<file path="config.mk">
export PLATFORM = sky130hd
export DESIGN_NAME = shape_edge_walker_flat
export DESIGN_NICKNAME = d
export VERILOG_FILES = /design/src/rtl/shape_edge_walker_if.sv /design/src/rtl/shape_edge_walker.sv /design/src/flat_wrapper.sv
export SDC_FILE = /design/constraint.sdc
export NUM_CORES = 1
export LEC_CHECK = 0
export ABC_AREA = 1
export CORE_AREA = 5 5 150 137
export CTS_BUF_LIST = sky130_fd_sc_hd__clkbuf_8
export DETAILED_ROUTE_END_ITERATION = 7
export DIE_AREA = 0 0 155 142
export PLACE_DENSITY_LB_ADDON = 0.12
export SLEW_MARGIN = 25
export SYNTH_ARGS = -nofsm -noshare
export SYNTH_HDL_FRONTEND = slang
export SYNTH_SLANG_ARGS = --single-unit
</file>
<file path="constraint.sdc">
create_clock -name clk -period 4.9 [get_ports clk]
set_input_delay 0.49 -clock clk [delete_from_list [all_inputs] [get_ports clk]]
set_output_delay 0.49 -clock clk [all_outputs]
set_load 0.02 [all_outputs]
</file>
<file path="src/rtl/shape_edge_walker_if.sv">
// Handshake bundle between the instruction stage, the edge walker and the framebuffer writer.
// Ports: in_valid/in_ready/points/shape carry the shape request.
//        pix_valid/pix_ready/pix_x/pix_y carry the pixel stream; done marks the end of a shape.
interface shape_edge_walker_if #(
  parameter int width  = 4,
  parameter int height = 3
);
  logic                          in_valid;
  logic                          in_ready;
  logic [4*(width+height)-1:0]   points;
  logic                          shape;
  logic                          pix_valid;
  logic                          pix_ready;
  logic [width-1:0]              pix_x;
  logic [height-1:0]             pix_y;
  logic                          done;

  // master: the side that issues shapes and consumes pixels
  modport master (
    output in_valid, points, shape, pix_ready,
    input  in_ready, pix_valid, pix_x, pix_y, done
  );

  // slave: the edge walker itself
  modport slave (
    input  in_valid, points, shape, pix_ready,
    output in_ready, pix_valid, pix_x, pix_y, done
  );
endinterface

</file>
<file path="src/rtl/shape_edge_walker.sv">
// Walks every edge of a triangle or square with Bresenham stepping, one pixel per accepted cycle.
// Latency: accept at edge N -> SETUP in cycle N+1 -> first pixel in cycle N+2; one SETUP cycle per edge.
// Backpressure: pixel outputs hold while pix_valid && !pix_ready; in_ready only asserted in IDLE.
// Ports: clk, reset (synchronous, active-high), bus (slave modport of shape_edge_walker_if).
module shape_edge_walker #(
  parameter int width  = 4,
  parameter int height = 3
) (
  input  logic                 clk,
  input  logic                 reset,
  shape_edge_walker_if.slave   bus
);

  localparam int PW = width + height;
  localparam int EW = ((width > height) ? width : height) + 2;

  localparam logic [1:0] IDLE  = 2'd0;
  localparam logic [1:0] SETUP = 2'd1;
  localparam logic [1:0] STEP  = 2'd2;
  localparam logic [1:0] DONE  = 2'd3;

  logic [1:0]             state_q, state_d;
  logic [4*PW-1:0]        pts_q, pts_d;
  logic                   shape_q, shape_d;
  logic [1:0]             edge_q, edge_d;
  logic [width-1:0]       cur_x_q, cur_x_d;
  logic [height-1:0]      cur_y_q, cur_y_d;
  logic signed [width:0]  dx_q, dx_d;
  logic signed [height:0] dy_q, dy_d;
  logic signed [EW-1:0]   err_q, err_d;
  logic                   sx_neg_q, sx_neg_d;
  logic                   sy_neg_q, sy_neg_d;

  // Unpacked vertices P1..P4 (index 0..3)
  logic [width-1:0]  vx [4];
  logic [height-1:0] vy [4];

  always_comb begin
    for (int i = 0; i < 4; i++) begin
      vx[i] = pts_q[i*PW +: width];
      vy[i] = pts_q[i*PW + width +: height];
    end
  end

  // Start/end vertex of the current edge. The square visits P4 before P3
  // so that its outline goes round the perimeter rather than across it.
  logic [1:0] si, ei;
  always_comb begin
    si = 2'd0;
    ei = 2'd1;
    case (edge_q)
      2'd0: begin si = 2'd0; ei = 2'd1; end
      2'd1: begin si = 2'd1; ei = shape_q ? 2'd3 : 2'd2; end
      2'd2: begin si = shape_q ? 2'd3 : 2'd2; ei = shape_q ? 2'd2 : 2'd0; end
      default: begin si = 2'd2; ei = 2'd0; end
    endcase
  end

  logic [width-1:0]  xs, xe;
  logic [height-1:0] ys, ye;
  logic              last_edge;

  assign xs        = vx[si];
  assign xe        = vx[ei];
  assign ys        = vy[si];
  assign ye        = vy[ei];
  assign last_edge = shape_q ? (edge_q == 2'd3) : (edge_q == 2'd2);

  // Edge setup terms: dx >= 0, dy <= 0
  logic [width-1:0]       adx;
  logic [height-1:0]      ady;
  logic signed [width:0]  setup_dx;
  logic signed [height:0] setup_dy;
  logic signed [EW-1:0]   setup_err;

  assign adx       = (xe > xs) ? (xe - xs) : (xs - xe);
  assign ady       = (ye > ys) ? (ye - ys) : (ys - ye);
  assign setup_dx  = {1'b0, adx};
  assign setup_dy  = -$signed({1'b0, ady});
  assign setup_err = {{(EW-width-1){1'b0}}, setup_dx}
                   + {{(EW-height-1){setup_dy[height]}}, setup_dy};

  // Step decision uses e2 = 2*err, one bit wider than err so it never overflows
  logic signed [EW-1:0] dx_e, dy_e, err_nxt;
  logic signed [EW:0]   e2, dx_c, dy_c;
  logic                 step_x, step_y;
  logic [width-1:0]     nx;
  logic [height-1:0]    ny;

  assign dx_e    = {{(EW-width-1){dx_q[width]}}, dx_q};
  assign dy_e    = {{(EW-height-1){dy_q[height]}}, dy_q};
  assign dx_c    = {dx_e[EW-1], dx_e};
  assign dy_c    = {dy_e[EW-1], dy_e};
  assign e2      = {err_q, 1'b0};
  assign step_x  = (e2 >= dy_c);
  assign step_y  = (e2 <= dx_c);
  assign err_nxt = err_q + (step_x ? dy_e : '0) + (step_y ? dx_e : '0);
  assign nx      = step_x ? (sx_neg_q ? cur_x_q - 1'b1 : cur_x_q + 1'b1) : cur_x_q;
  assign ny      = step_y ? (sy_neg_q ? cur_y_q - 1'b1 : cur_y_q + 1'b1) : cur_y_q;

  always_comb begin
    state_d  = state_q;
    pts_d    = pts_q;
    shape_d  = shape_q;
    edge_d   = edge_q;
    cur_x_d  = cur_x_q;
    cur_y_d  = cur_y_q;
    dx_d     = dx_q;
    dy_d     = dy_q;
    err_d    = err_q;
    sx_neg_d = sx_neg_q;
    sy_neg_d = sy_neg_q;
    case (state_q)
      IDLE: begin
        if (bus.in_valid) begin
          pts_d   = bus.points;
          shape_d = bus.shape;
          edge_d  = 2'd0;
          state_d = SETUP;
        end
      end
      SETUP: begin
        cur_x_d  = xs;
        cur_y_d  = ys;
        dx_d     = setup_dx;
        dy_d     = setup_dy;
        err_d    = setup_err;
        sx_neg_d = (xe < xs);
        sy_neg_d = (ye < ys);
        if ((xs == xe) && (ys == ye)) begin
          // zero-length edge contributes no pixels
          if (last_edge) state_d = DONE;
          else           edge_d  = edge_q + 2'd1;
        end else begin
          state_d = STEP;
        end
      end
      STEP: begin
        if (bus.pix_ready) begin
          cur_x_d = nx;
          cur_y_d = ny;
          err_d   = err_nxt;
          // end vertex is not emitted; it is the start of the next edge
          if ((nx == xe) && (ny == ye)) begin
            if (last_edge) begin
              state_d = DONE;
            end else begin
              edge_d  = edge_q + 2'd1;
              state_d = SETUP;
            end
          end
        end
      end
      DONE:    state_d = IDLE;
      default: state_d = IDLE;
    endcase
  end

  always_ff @(posedge clk) begin
    if (reset) begin
      state_q  <= IDLE;
      pts_q    <= '0;
      shape_q  <= 1'b0;
      edge_q   <= 2'd0;
      cur_x_q  <= '0;
      cur_y_q  <= '0;
      dx_q     <= '0;
      dy_q     <= '0;
      err_q    <= '0;
      sx_neg_q <= 1'b0;
      sy_neg_q <= 1'b0;
    end else begin
      state_q  <= state_d;
      pts_q    <= pts_d;
      shape_q  <= shape_d;
      edge_q   <= edge_d;
      cur_x_q  <= cur_x_d;
      cur_y_q  <= cur_y_d;
      dx_q     <= dx_d;
      dy_q     <= dy_d;
      err_q    <= err_d;
      sx_neg_q <= sx_neg_d;
      sy_neg_q <= sy_neg_d;
    end
  end

  assign bus.in_ready  = (state_q == IDLE);
  assign bus.pix_valid = (state_q == STEP);
  assign bus.pix_x     = cur_x_q;
  assign bus.pix_y     = cur_y_q;
  assign bus.done      = (state_q == DONE);

endmodule

</file>
<file path="src/flat_wrapper.sv">
// flat-port wrapper written by rule: the top's interface ports become plain ports
module shape_edge_walker_flat 
#(
  parameter int width  = 4,
  parameter int height = 3
)
  (clk, reset, bus_in_valid, bus_points, bus_shape, bus_pix_ready, bus_in_ready, bus_pix_valid, bus_pix_x, bus_pix_y, bus_done);
  shape_edge_walker_if #(.width(width), .height(height)) bus_i ();
  input  logic clk;
  input  logic reset;
  input wire logic [$bits(bus_i.in_valid)-1:0] bus_in_valid;
  input wire logic [$bits(bus_i.points)-1:0] bus_points;
  input wire logic [$bits(bus_i.shape)-1:0] bus_shape;
  input wire logic [$bits(bus_i.pix_ready)-1:0] bus_pix_ready;
  output wire logic [$bits(bus_i.in_ready)-1:0] bus_in_ready;
  output wire logic [$bits(bus_i.pix_valid)-1:0] bus_pix_valid;
  output wire logic [$bits(bus_i.pix_x)-1:0] bus_pix_x;
  output wire logic [$bits(bus_i.pix_y)-1:0] bus_pix_y;
  output wire logic [$bits(bus_i.done)-1:0] bus_done;
  assign bus_i.in_valid = bus_in_valid;
  assign bus_i.points = bus_points;
  assign bus_i.shape = bus_shape;
  assign bus_i.pix_ready = bus_pix_ready;
  assign bus_in_ready = bus_i.in_ready;
  assign bus_pix_valid = bus_i.pix_valid;
  assign bus_pix_x = bus_i.pix_x;
  assign bus_pix_y = bus_i.pix_y;
  assign bus_done = bus_i.done;
  shape_edge_walker #(.width(width), .height(height)) u_core (.clk(clk), .reset(reset), .bus(bus_i));
endmodule
</file>
# Word level (Yosys, flattened, before mapping)
# Cells that the tools add are included.
totals:
  reg_bits: 56
op_classes:
  n_eq_ne: 15
  reduce_logical: 10
  n_addsub: 13
  n_bitwise: 2
  mux: 44
  order_cmp: 8
ops:
  columns: ["cell", "count"]
  rows:
  - ["2-to-1 mux 4 bit", 9]
  - ["2-to-1 mux 2 bit", 12]
  - ["2-to-1 mux 3 bit", 8]
  - ["one-hot mux 2 bit (3 select lines)", 3]
  - ["binary-select mux 4 bit (select 2 bit)", 2]
  - ["adder 6 bit", 2]
  - ["binary-select mux 3 bit (select 2 bit)", 2]
  - ["2-to-1 mux 6 bit", 2]
  - ["one-hot mux 6 bit (2 select lines)", 1]
  - ["== test 2 bit, second input constant", 4]
  - ["== test 4 bit", 2]
  - ["one-hot mux 2 bit (4 select lines)", 1]
  - ["one-hot mux 4 bit (2 select lines)", 1]
  - ["subtractor 4 bit", 2]
  - ["greater-or-equal comparator 7 x 4 -> 1 bit", 1]
  - ["less-or-equal comparator 7 x 5 -> 1 bit", 1]
  - ["adder 5 x 4 -> 6 bit", 1]
  - ["== test 3 bit", 2]
  - ["greater-or-equal comparator 3 bit, second input constant", 2]
  - ["NOT 2 -> 3 bit", 2]
  - ["one-hot mux 3 bit (2 select lines)", 1]
  - ["subtractor 3 bit", 2]
  - ["AND reduction 5 bit", 1]
  - ["adder 4 x 1 -> 4 bit, second input constant", 1]
  - ["other kinds (20)", 27]

# Logic depth before layout (Yosys ltp)
# Gate-level depths: netlist (run 1).
depth:
  depth_word: 11
  depth_mapped: 30

# Least setup slack after synthesis (run 1)
# No wires, ideal clock.
synth_path:
  kind: "register -> register"
  start: "reg u_core.edge_q[0]"
  end: "reg u_core.err_q[5]"
  required_ns: 4.778
  synth_period_minus_slack_ns: 3.571
  path_stages_with_launch: 26
  setup_slack_ns: 1.329
  t_arrival_ns: 3.449
  path_buffers: 2
  cell_sequence: "dfxtp_1 > inv_2 > ha_1 > nand3_1 > nand2_2 > buf_6 > nand2_1 > o211ai_2 > nand2_2 > inv_1 > ha_1 > buf_2 > nand3_1 > nand2_2 > nand2_2 > nand2_4 > xor2_2 > inv_2 > ha_1 > a21oi_1 > and2_1 > inv_1 > a21oi_1 > nand4_1 > nand3_2 > a21oi_2"
synth_via:
  elab_chain_cells: 11
  word_cells_on_any_way: 30
  classes_between: "add/sub: 6; order compare: 2; eq/ne: 2; mux: 17; bitwise: 2; reduce/logical: 1"
synth_rtl:
  columns: ["item", "line", "text"]
  rows:
  - ["start: declaration", "shape_edge_walker.sv:25", "logic [1:0] edge_q, edge_d;"]
  - ["start signal: assignment", "shape_edge_walker.sv:176", "edge_q <= edge_d;"]
  - ["== test 2 bit, or another cell as far along", "shape_edge_walker.sv:51", "case (edge_q)"]
  - ["one-hot mux 2 bit (3 select lines)", "shape_edge_walker.sv:51", null]
  - ["NOT 2 -> 3 bit (on tied branches)", "shape_edge_walker.sv:65, shape_edge_walker.sv:66", null]
  - ["binary-select mux 3 bit (select 2 bit) (on tied branches)", "shape_edge_walker.sv:65, shape_edge_walker.sv:66", null]
  - ["2-to-1 mux 3 bit (on tied branches) (2 in a row)", "shape_edge_walker.sv:65, shape_edge_walker.sv:66", null]
  - ["subtractor 3 bit / greater-than comparator 3 bit (equally long branches)", "shape_edge_walker.sv:77", "assign ady = (ye > ys) ? (ye - ys) : (ys - ye);"]
  - ["2-to-1 mux 3 bit (*)", "shape_edge_walker.sv:77", null]
  - ["negator 3 -> 4 bit (*)", "shape_edge_walker.sv:79", "assign setup_dy = -$signed({1'b0, ady});"]
  - ["via u_core.setup_dy[2]", "shape_edge_walker.sv:73", "logic signed [height:0] setup_dy;"]
  - ["adder 5 x 4 -> 6 bit (*)", "shape_edge_walker.sv:81", "+ {{(EW-height-1){setup_dy[height]}}, setup_dy};"]
  - ["one-hot mux 6 bit (2 select lines) (*)", "shape_edge_walker.sv:113", "case (state_q)"]
  - ["end signal: assignment", "shape_edge_walker.sv:181", "err_q <= err_d;"]
  - ["end: declaration", "shape_edge_walker.sv:30", "logic signed [EW-1:0] err_q, err_d;"]
# The timed path passes the listed nets; every way through them passes the cells marked *. The select of a mux whose other input is x is not followed.
# A chain may end at the register's enable or synchronous reset.

# Worst setup path after layout (run 1)
# Ends and elaborated chain as after synthesis.

==> results list, run 1 <==
- Met1 track demand over resource: 17.4%
- The clock reaches the later pin of the worst-skew pair after 0.34 ns.
- For this run, global-route usage on met3 was measured as 2.37%.
- Fin. max-slew vios: 0
- In this run the count of I/O pins placed on the die edge is 43.
- No sink is reached through more buffers than the 2 on the longest clock path.
- Hold Vio Cnt, Final: 0
- The die is 155 um wide.
- The via count of the first global-routing pass was 4211.
* Antenna cells: 0
* Placed wire-length estimate after detailed placement: 10300 um
- Total setup buffers inserted after CTS: 0
- The number of cells on the worst reg-to-reg path is 22.
- In the final layout, the share of cells above drive strength 1 is 13.2%.
- Worst Hold Slack: 0.484 ns
* Synthesized instance count: 638
- Clock tree synthesis inserted a total of 5 buffers.
- The worst path meets setup with 0.693 ns of slack.
* Netlist cell types: 42
- The worst register-to-register path begins at u_core.edge_q[0].
- The run finished with clean final reports.
* Critical Setup Path Class: flip-flop to flip-flop
- Drt pass-1 iters: 5
- The synthesized netlist occupies a cell area of 0.00461 mm2.
- Dividing the synthesized area by the synthesized cell count gives 7.23 um2.
- The critical path contains buffers and inverters numbering 3 combined.
- The synthesized design contains 56 register bits.
- Sum Neg Setup Slack: 0 ns
- WHS Endpoint: u_core.pts_q[3]
* Layout overhead on the synthesized area: 17.0%
- The initial antenna violation count is 0.
- The path class of the tightest hold or removal check is flip-flop to flip-flop.
- Yosys printed 0 warnings.
- Sequential fraction of the synthesis area: 24.3%
- Worst Min Path Start: u_core.pts_q[3]
* Minimum setup slack after placement: 0.667 ns
- Primary FF master, synth: sky130_fd_sc_hd__dfxtp_1
* Wire length per cell after detailed routing: 14.0 um
- STA puts the critical path data required time at 5.15 ns.
- In the synthesized netlist the async set-or-reset flop fraction comes to 0%.
- Summed over all layers, the global routing overflow is 0.
- Detailed routing inserted a total of 4110 vias.
- Initial Utilization: 24.4%
* Routed via count divided by cell count: 4.45
- Internal reg-to-reg setup slack: 0.69 ns
* Global-route wire length before repair: 22000 um
- Hold Path Cell Cnt: 2
- The floorplan step defined a die boundary enclosing 0.0220 mm2.
- Post-route antenna net violation count: 0
* Port bufs: 42
- Synthesis produced a netlist with a net count of 722.
* Setup Viol. Count Final: 0
- The final critical path takes up 85.9% of the cycle.
* Worst Setup Start Kind: flip-flop
- Worst clock skew on the final layout: 0.0146 ns
- H-tree levels: 2
- Routability cong.: 0.844
* Total Wirelength: 12900 um
- Global routing's busiest layer: met2
- Once layout is complete, the utilization of the core stands at 28.5%.
- Headroom to the max-slew limit came out at 55.8%.
* DRC violation total after the first TritonRoute iteration: 255
- Global routing used 12.3% of the available tracks.
- Max-cap violations in this run came to 0.
- Achievable Freq: 0.238 GHz
- The tree is rooted in a sky130_fd_sc_hd__clkbuf_8.
* Height of the die: 142 um
- Nets@finish: 756
- In this run the core area contains 48 standard-cell rows.
* Maximum cell stage delay along the critical path: 0.53 ns
- For met2 alone, demand over resource in global routing was 19.8%.
- Placeable core area: 0.0189 mm2
- Kind of cell with the highest combined delay on the critical path: simple AND/OR/NAND/NOR gates
* Clock transition at the register clock pins on the worst setup and hold paths after CTS: 0.12 ns
- At the pin with the least slew margin, the transition time is 0.662 ns.
- For this run, design rule violations remaining after detail routing come to 0.
- Along the worst path, the maximum fanout reaches 21.
* Count of hold buffers inserted by post-cts repair: 0
- Entering global routing, the biggest net connects 44 pins.
- The worst path in the final design needs a cycle of 4.21 ns, including I/O delays and setup.
- Capture point of the worst reg-to-reg path: u_core.err_q[5]
- Critical-path cell list: inv_2, ha_1, nand3_1, nand2_2, nand2_1, o211ai_1, nand2_1, ha_1, nand3_1, nand2_2, nand2_2, nand2_4, xor2_2, inv_2, ha_1, a21oi_1, and2_1, inv_1, a21oi_1, nand4_1, nand3_2, a21oi_2
* Crit end category: flip-flop
* CTS tree: yes
- Worst-path cell with the longest stage delay: sky130_fd_sc_hd__ha_1
* Count of cells resized by post-cts repair: 0
- CP arrival: 4.46 ns
* Sink Count: 56
- Number of enable-type register cells in the synthesized netlist: 0
- Setup repair after global routing missed its margin: no
-- layout by cell type, fill, tap and decap left out, drive strengths merged, types with 5 or more instances in the layout --
master	count
nand2	145
fa	10
dfxtp	56
nor2	52
a21oi	54
clkdlybuf4s50	42
xor2	14
ha	41
a31oi	5
buf	5
o21ai	55
o211ai	23
inv	94
nand3	46
clkbuf	5
-- area by class of cell --
cell class | instances | area (um2)
Clock buffer | 5 | 68.8
Clock inverter | 3 | 46.3
Fill cell | 2103 | 13500
Inverter | 94 | 354
Multi-Input combinational cell | 468 | 3030
Sequential cell | 56 | 1120
Tap cell | 250 | 313
Timing Repair Buffer | 47 | 458
-- metrics by stage --
stage	instance area, um2	cells
5_1_grt	5400	923
3_3_place_gp	5280	915
4_1_cts	5400	923
2_1_floorplan	4610	638
3_5_place_dp	5280	915
6_report	5400	923
-- worst reg2reg max path, stage by stage (launching register included) --
cell and delay [ns]:
sky130_fd_sc_hd__dfxtp_1 0.37, sky130_fd_sc_hd__inv_2 0.12, sky130_fd_sc_hd__ha_1 0.25, sky130_fd_sc_hd__nand3_1 0.11, sky130_fd_sc_hd__nand2_2 0.40, sky130_fd_sc_hd__nand2_1 0.17
sky130_fd_sc_hd__o211ai_1 0.12, sky130_fd_sc_hd__nand2_1 0.12, sky130_fd_sc_hd__ha_1 0.53, sky130_fd_sc_hd__nand3_1 0.25, sky130_fd_sc_hd__nand2_2 0.15, sky130_fd_sc_hd__nand2_2 0.07
sky130_fd_sc_hd__nand2_4 0.09, sky130_fd_sc_hd__xor2_2 0.16, sky130_fd_sc_hd__inv_2 0.06, sky130_fd_sc_hd__ha_1 0.35, sky130_fd_sc_hd__a21oi_1 0.16, sky130_fd_sc_hd__and2_1 0.14
sky130_fd_sc_hd__inv_1 0.06, sky130_fd_sc_hd__a21oi_1 0.17, sky130_fd_sc_hd__nand4_1 0.13, sky130_fd_sc_hd__nand3_2 0.10, sky130_fd_sc_hd__a21oi_2 0.06
-- metal layers --
metal	share of wire (%)	up-vias
li1	-	2152
met1	50	1882
met2	45	68
met3	4.0	8
met4	0.96	0
met5	0	-
-- flip-flops by register name, indices dropped and copies added (netlist names) --
signal and cells:
u_core.bus.pix_x 4, u_core.bus.pix_y 3, u_core.dx_q 4, u_core.dy_q 4, u_core.edge_q 2, u_core.err_q 6, u_core.pts_q 28, u_core.shape_q 1
u_core.state_q 2, u_core.sx_neg_q 1, u_core.sy_neg_q 1
-- kinds of logic (layout without fill, tap and decap cells) --
logic type                 after synthesis  in the layout  synth area share, %
AOI/OAI and AO/OA                      145            145                 20.1
xor gates and xnor gates                18             18                 3.74
adders and majority gates               51             51                 15.5
buffers and inverters                  114            149                 9.88
DFF                                     56             56                 24.3
and+or+nand+nor                        254            254                 26.5
-- Yosys cell counts (6+ instances only) --
master,n,share of area (%)
sky130_fd_sc_hd__nand2_1,114,9.3
sky130_fd_sc_hd__inv_1,83,6.8
sky130_fd_sc_hd__dfxtp_1,56,24
sky130_fd_sc_hd__nor2_1,51,4.2
sky130_fd_sc_hd__o21ai_0,51,5.5
sky130_fd_sc_hd__a21oi_1,48,5.2
sky130_fd_sc_hd__ha_1,41,11
sky130_fd_sc_hd__nand3_1,37,4.0
sky130_fd_sc_hd__nand2_2,23,3.1
sky130_fd_sc_hd__clkbuf_1,14,1.1
sky130_fd_sc_hd__o211ai_1,14,2.3
sky130_fd_sc_hd__xor2_1,12,2.3
sky130_fd_sc_hd__fa_1,10,4.3
sky130_fd_sc_hd__inv_2,10,0.81
sky130_fd_sc_hd__o211ai_2,9,2.4
sky130_fd_sc_hd__nand2_4,8,2.0
sky130_fd_sc_hd__nand3_2,7,1.5
sky130_fd_sc_hd__a21oi_2,6,1.1
-- worst max-delay path by stage --
stage               cells after the start  slack [ns]        startpoint         endpoint
finish                                 22        0.69  u_core.edge_q[0]  u_core.err_q[5]
detailed placement                     22        0.67  u_core.edge_q[0]  u_core.err_q[5]
global placement                       22        0.81  u_core.edge_q[0]  u_core.err_q[5]
CTS                                    22        0.67  u_core.edge_q[0]  u_core.err_q[5]
floorplan                              25        1.33  u_core.edge_q[0]  u_core.err_q[5]
global route                           23        0.22  u_core.edge_q[0]  u_core.err_q[5]
Power of run 1 is not shown: default switching activity piles up to over one toggle a cycle in this logic, so the estimate is an artifact.
==> run 2: changes to the inputs <==
--- a/config.mk
+++ b/config.mk
@@ -10,8 +10,10 @@
 export CTS_BUF_LIST = sky130_fd_sc_hd__clkbuf_8
 export DETAILED_ROUTE_END_ITERATION = 7
 export DIE_AREA = 0 0 155 142
-export PLACE_DENSITY_LB_ADDON = 0.12
+export MAX_ROUTING_LAYER = met4
+export PLACE_DENSITY = 0.4
 export SLEW_MARGIN = 25
 export SYNTH_ARGS = -nofsm -noshare
 export SYNTH_HDL_FRONTEND = slang
 export SYNTH_SLANG_ARGS = --single-unit
+export TNS_END_PERCENT = 50
==> run 2 against run 1 <==
  * First-iteration DRC count decreased by 11%
  * Critical endpoint unchanged
  * Register-to-register slack got worse by 0.05 ns
  * Non-clock buffer count down 1
  * Largest cell class unchanged
  * Hold slack worse by 0.0017 ns
==> results list, run 2 (synthesis gave the netlist of run 1 again) <==
* Slew at the pin closest to its max-slew limit: 0.827 ns
* Worst Min Path Start: u_core.pts_q[3]
* Global-route wire length before repair: 21900 um
- The finished layout holds 922 standard cells, fillers aside.
* Setup repair after global routing missed its margin: no
- The area growth from synthesis to layout is 16.4%.
* Worst setup path start: u_core.edge_q[0]
- Along the worst path, the maximum fanout reaches 21.
- After clock tree synthesis, the repair step resized 0 gates.
- In this run the post-CTS setup repair buffer count came out at 0.
* Nets@finish: 755
- Minimum setup slack after placement: 0.642 ns
* Number of buffers on the longest clock path: 2
* Class of the tightest hold or removal check: flip-flop to flip-flop
* Worst clock skew on the final layout: 0.00908 ns
* Die width: 155 um
* Wire length per cell after detailed routing: 14.2 um
* Number of global-route vias before repair: 4287
- TritonCTS built the clock tree.
- Summed over all layers, the global routing overflow is 0.
- The hold violation total from the final report came to 0.
* Register name with the most flops: u_core.pts_q
- Period utilisation layout: 87.0%
- The register with the most flip-flops in the layout has 28 of them.
* Leading cell type in the layout, fill and taps excluded: sky130_fd_sc_hd__nand2_1
- In this run the tightest slew margin relative to its limit is 44.7%.
* Count of hold buffers inserted by post-cts repair: 0
- The initial antenna violation count came to 0.
* Worst-path cell with the longest stage delay: sky130_fd_sc_hd__ha_1
* Critical Setup Path Class: flip-flop to flip-flop
* Critical-path cell list: inv_2, ha_1, nand3_1, nand2_2, nand2_1, o211ai_1, nand2_1, ha_1, nand3_1, nand2_2, nand2_2, nand2_4, xor2_2, inv_2, ha_1, a21oi_1, and2_1, inv_1, a21oi_1, nand4_1, nand3_2, a21oi_2
- Kind of cell with the highest combined delay on the critical path: simple AND/OR/NAND/NOR gates
* Maximum number of pins on one net before global-route repair: 44
- After floorplanning, the core was divided into 48 placement rows.
- Max_cap viols: 0
- The flow ran to the end, and the final reports show no timing, DRC or antenna violations.
- CP arrival: 4.50 ns
- Placed wire-length estimate after detailed placement: 10300 um
* Maximum cell stage delay along the critical path: 0.53 ns
* Placeable core area: 0.0189 mm2
* Achievable Freq: 0.235 GHz
* All-layer global routing usage: 12.7%
- Clock transition at the register clock pins on the worst setup and hold paths after CTS: 0.12 ns
- Area of the die: 0.0220 mm2
- Required time reported for the critical path endpoint: 5.14 ns
- Worst path depth: 22
* Count of boundary I/O pins: 43
- The worst register-to-register path begins at u_core.edge_q[0].
- The detailed router finished its first iteration with 228 violations.
* Fin. max-slew vios: 0
* Least setup slack across all paths after layout: 0.639 ns
- Setup Viol. Count Final: 0
- Crit end category: flip-flop
- The largest registers in the layout are u_core.pts_q (28), u_core.err_q (6).
* Routed via count divided by cell count: 4.56
* Drt pass-1 iters: 4
- The repair_antennas step left the layout with diodes totalling 0.
* Post-placement cell count: 914
* Sum Neg Setup Slack: 0 ns
* Clock tree root driver cell: sky130_fd_sc_hd__clkbuf_8
- DRC violation count after routing: 0
- For this block, the routed nets add up to 13100 um of wire.
* Share of cells above drive strength 1: 13.1%
- For the worst flop-to-flop path, the logic depth is 22.
* Most frequent cells in the layout: sky130_fd_sc_hd__nand2_1 (114), sky130_fd_sc_hd__inv_1 (83), sky130_fd_sc_hd__dfxtp_1 (56)
- At the later pin of the worst-skew pair, clock insertion delay measures 0.34 ns.
- Hold Path Cell Cnt: 2
- The worst setup path is launched from a flip-flop.
- Number of buffers and inverters on the critical path: 3
* Initial Utilization: 24.4%
- Routability-driven placement finished with a final weighted congestion of 0.856.
- Counting every sink on the clock net gives 56.
* Height of the die: 142 um
* Port bufs: 42
- The routed layout has 4206 vias.
- Post-layout minimum cycle time: 4.26 ns
- In this run the remaining antenna-violating nets after routing total 0.
- Worst Hold Slack: 0.482 ns
* TritonCTS buffer count: 5
* H-tree levels: 2
[run 2: cell count changes in the layout (fill, tap and decap cells not counted), sizes merged]
cell / delta
buf: -1
bufinv: -1
inv: +1
[run 2: path summary, 6_finish.rpt]
kind	end	slack [ns]
hold / removal	u_core.pts_q[3]	0.48
setup reg to reg	u_core.err_q[5]	0.64
setup / recovery	u_core.err_q[5]	0.64
hold reg to reg	u_core.pts_q[3]	0.48
[run 2: cell type report]
type	instances	area [um2]
fill	2096	13600
multi-input combinational	468	3030
sequential	56	1120
timing repair buffer	46	450
inverter	94	354
tap	250	313
clock buffer	5	68.8
clock inverter	3	26.3
[run 2: tightest hold or removal path, stage by stage, from the launching register on]
cell,delay (ns)
sky130_fd_sc_hd__dfxtp_1,0.32
sky130_fd_sc_hd__inv_1,0.07
sky130_fd_sc_hd__a21oi_1,0.06
[run 2: through the flow]
stage | instance area (um2) | util (%)
final | 5370 | 28.4
after global routing | 5370 | 28.4
after CTS | 5370 | 28.4
after detailed placement | 5270 | 27.9
after global placement | 5270 | 27.9
after floorplan | 4610 | -
[run 2: routing by layer]
metal | GRT usage, % | up-vias | routed length (um)
li1 | - | 2155 | -
met1 | 17.3 | 1958 | 6480
met2 | 19.7 | 81 | 5900
met3 | 1.79 | 12 | 510
met4 | 3.67 | 0 | 195
met5 | - | - | 0
Power of run 2 is left out for the same reason.
==> run 3: changes to the inputs <==
--- a/config.mk
+++ b/config.mk
@@ -6,6 +6,7 @@
 export NUM_CORES = 1
 export LEC_CHECK = 0
 export ABC_AREA = 1
+export CAP_MARGIN = 10
 export CORE_AREA = 5 5 150 137
 export CTS_BUF_LIST = sky130_fd_sc_hd__clkbuf_8
 export DETAILED_ROUTE_END_ITERATION = 7
==> results of run 3 <==
Same layout as run 2: the final DEF is identical, and so are final timing and power.
Power of run 3 is left out for the same reason.
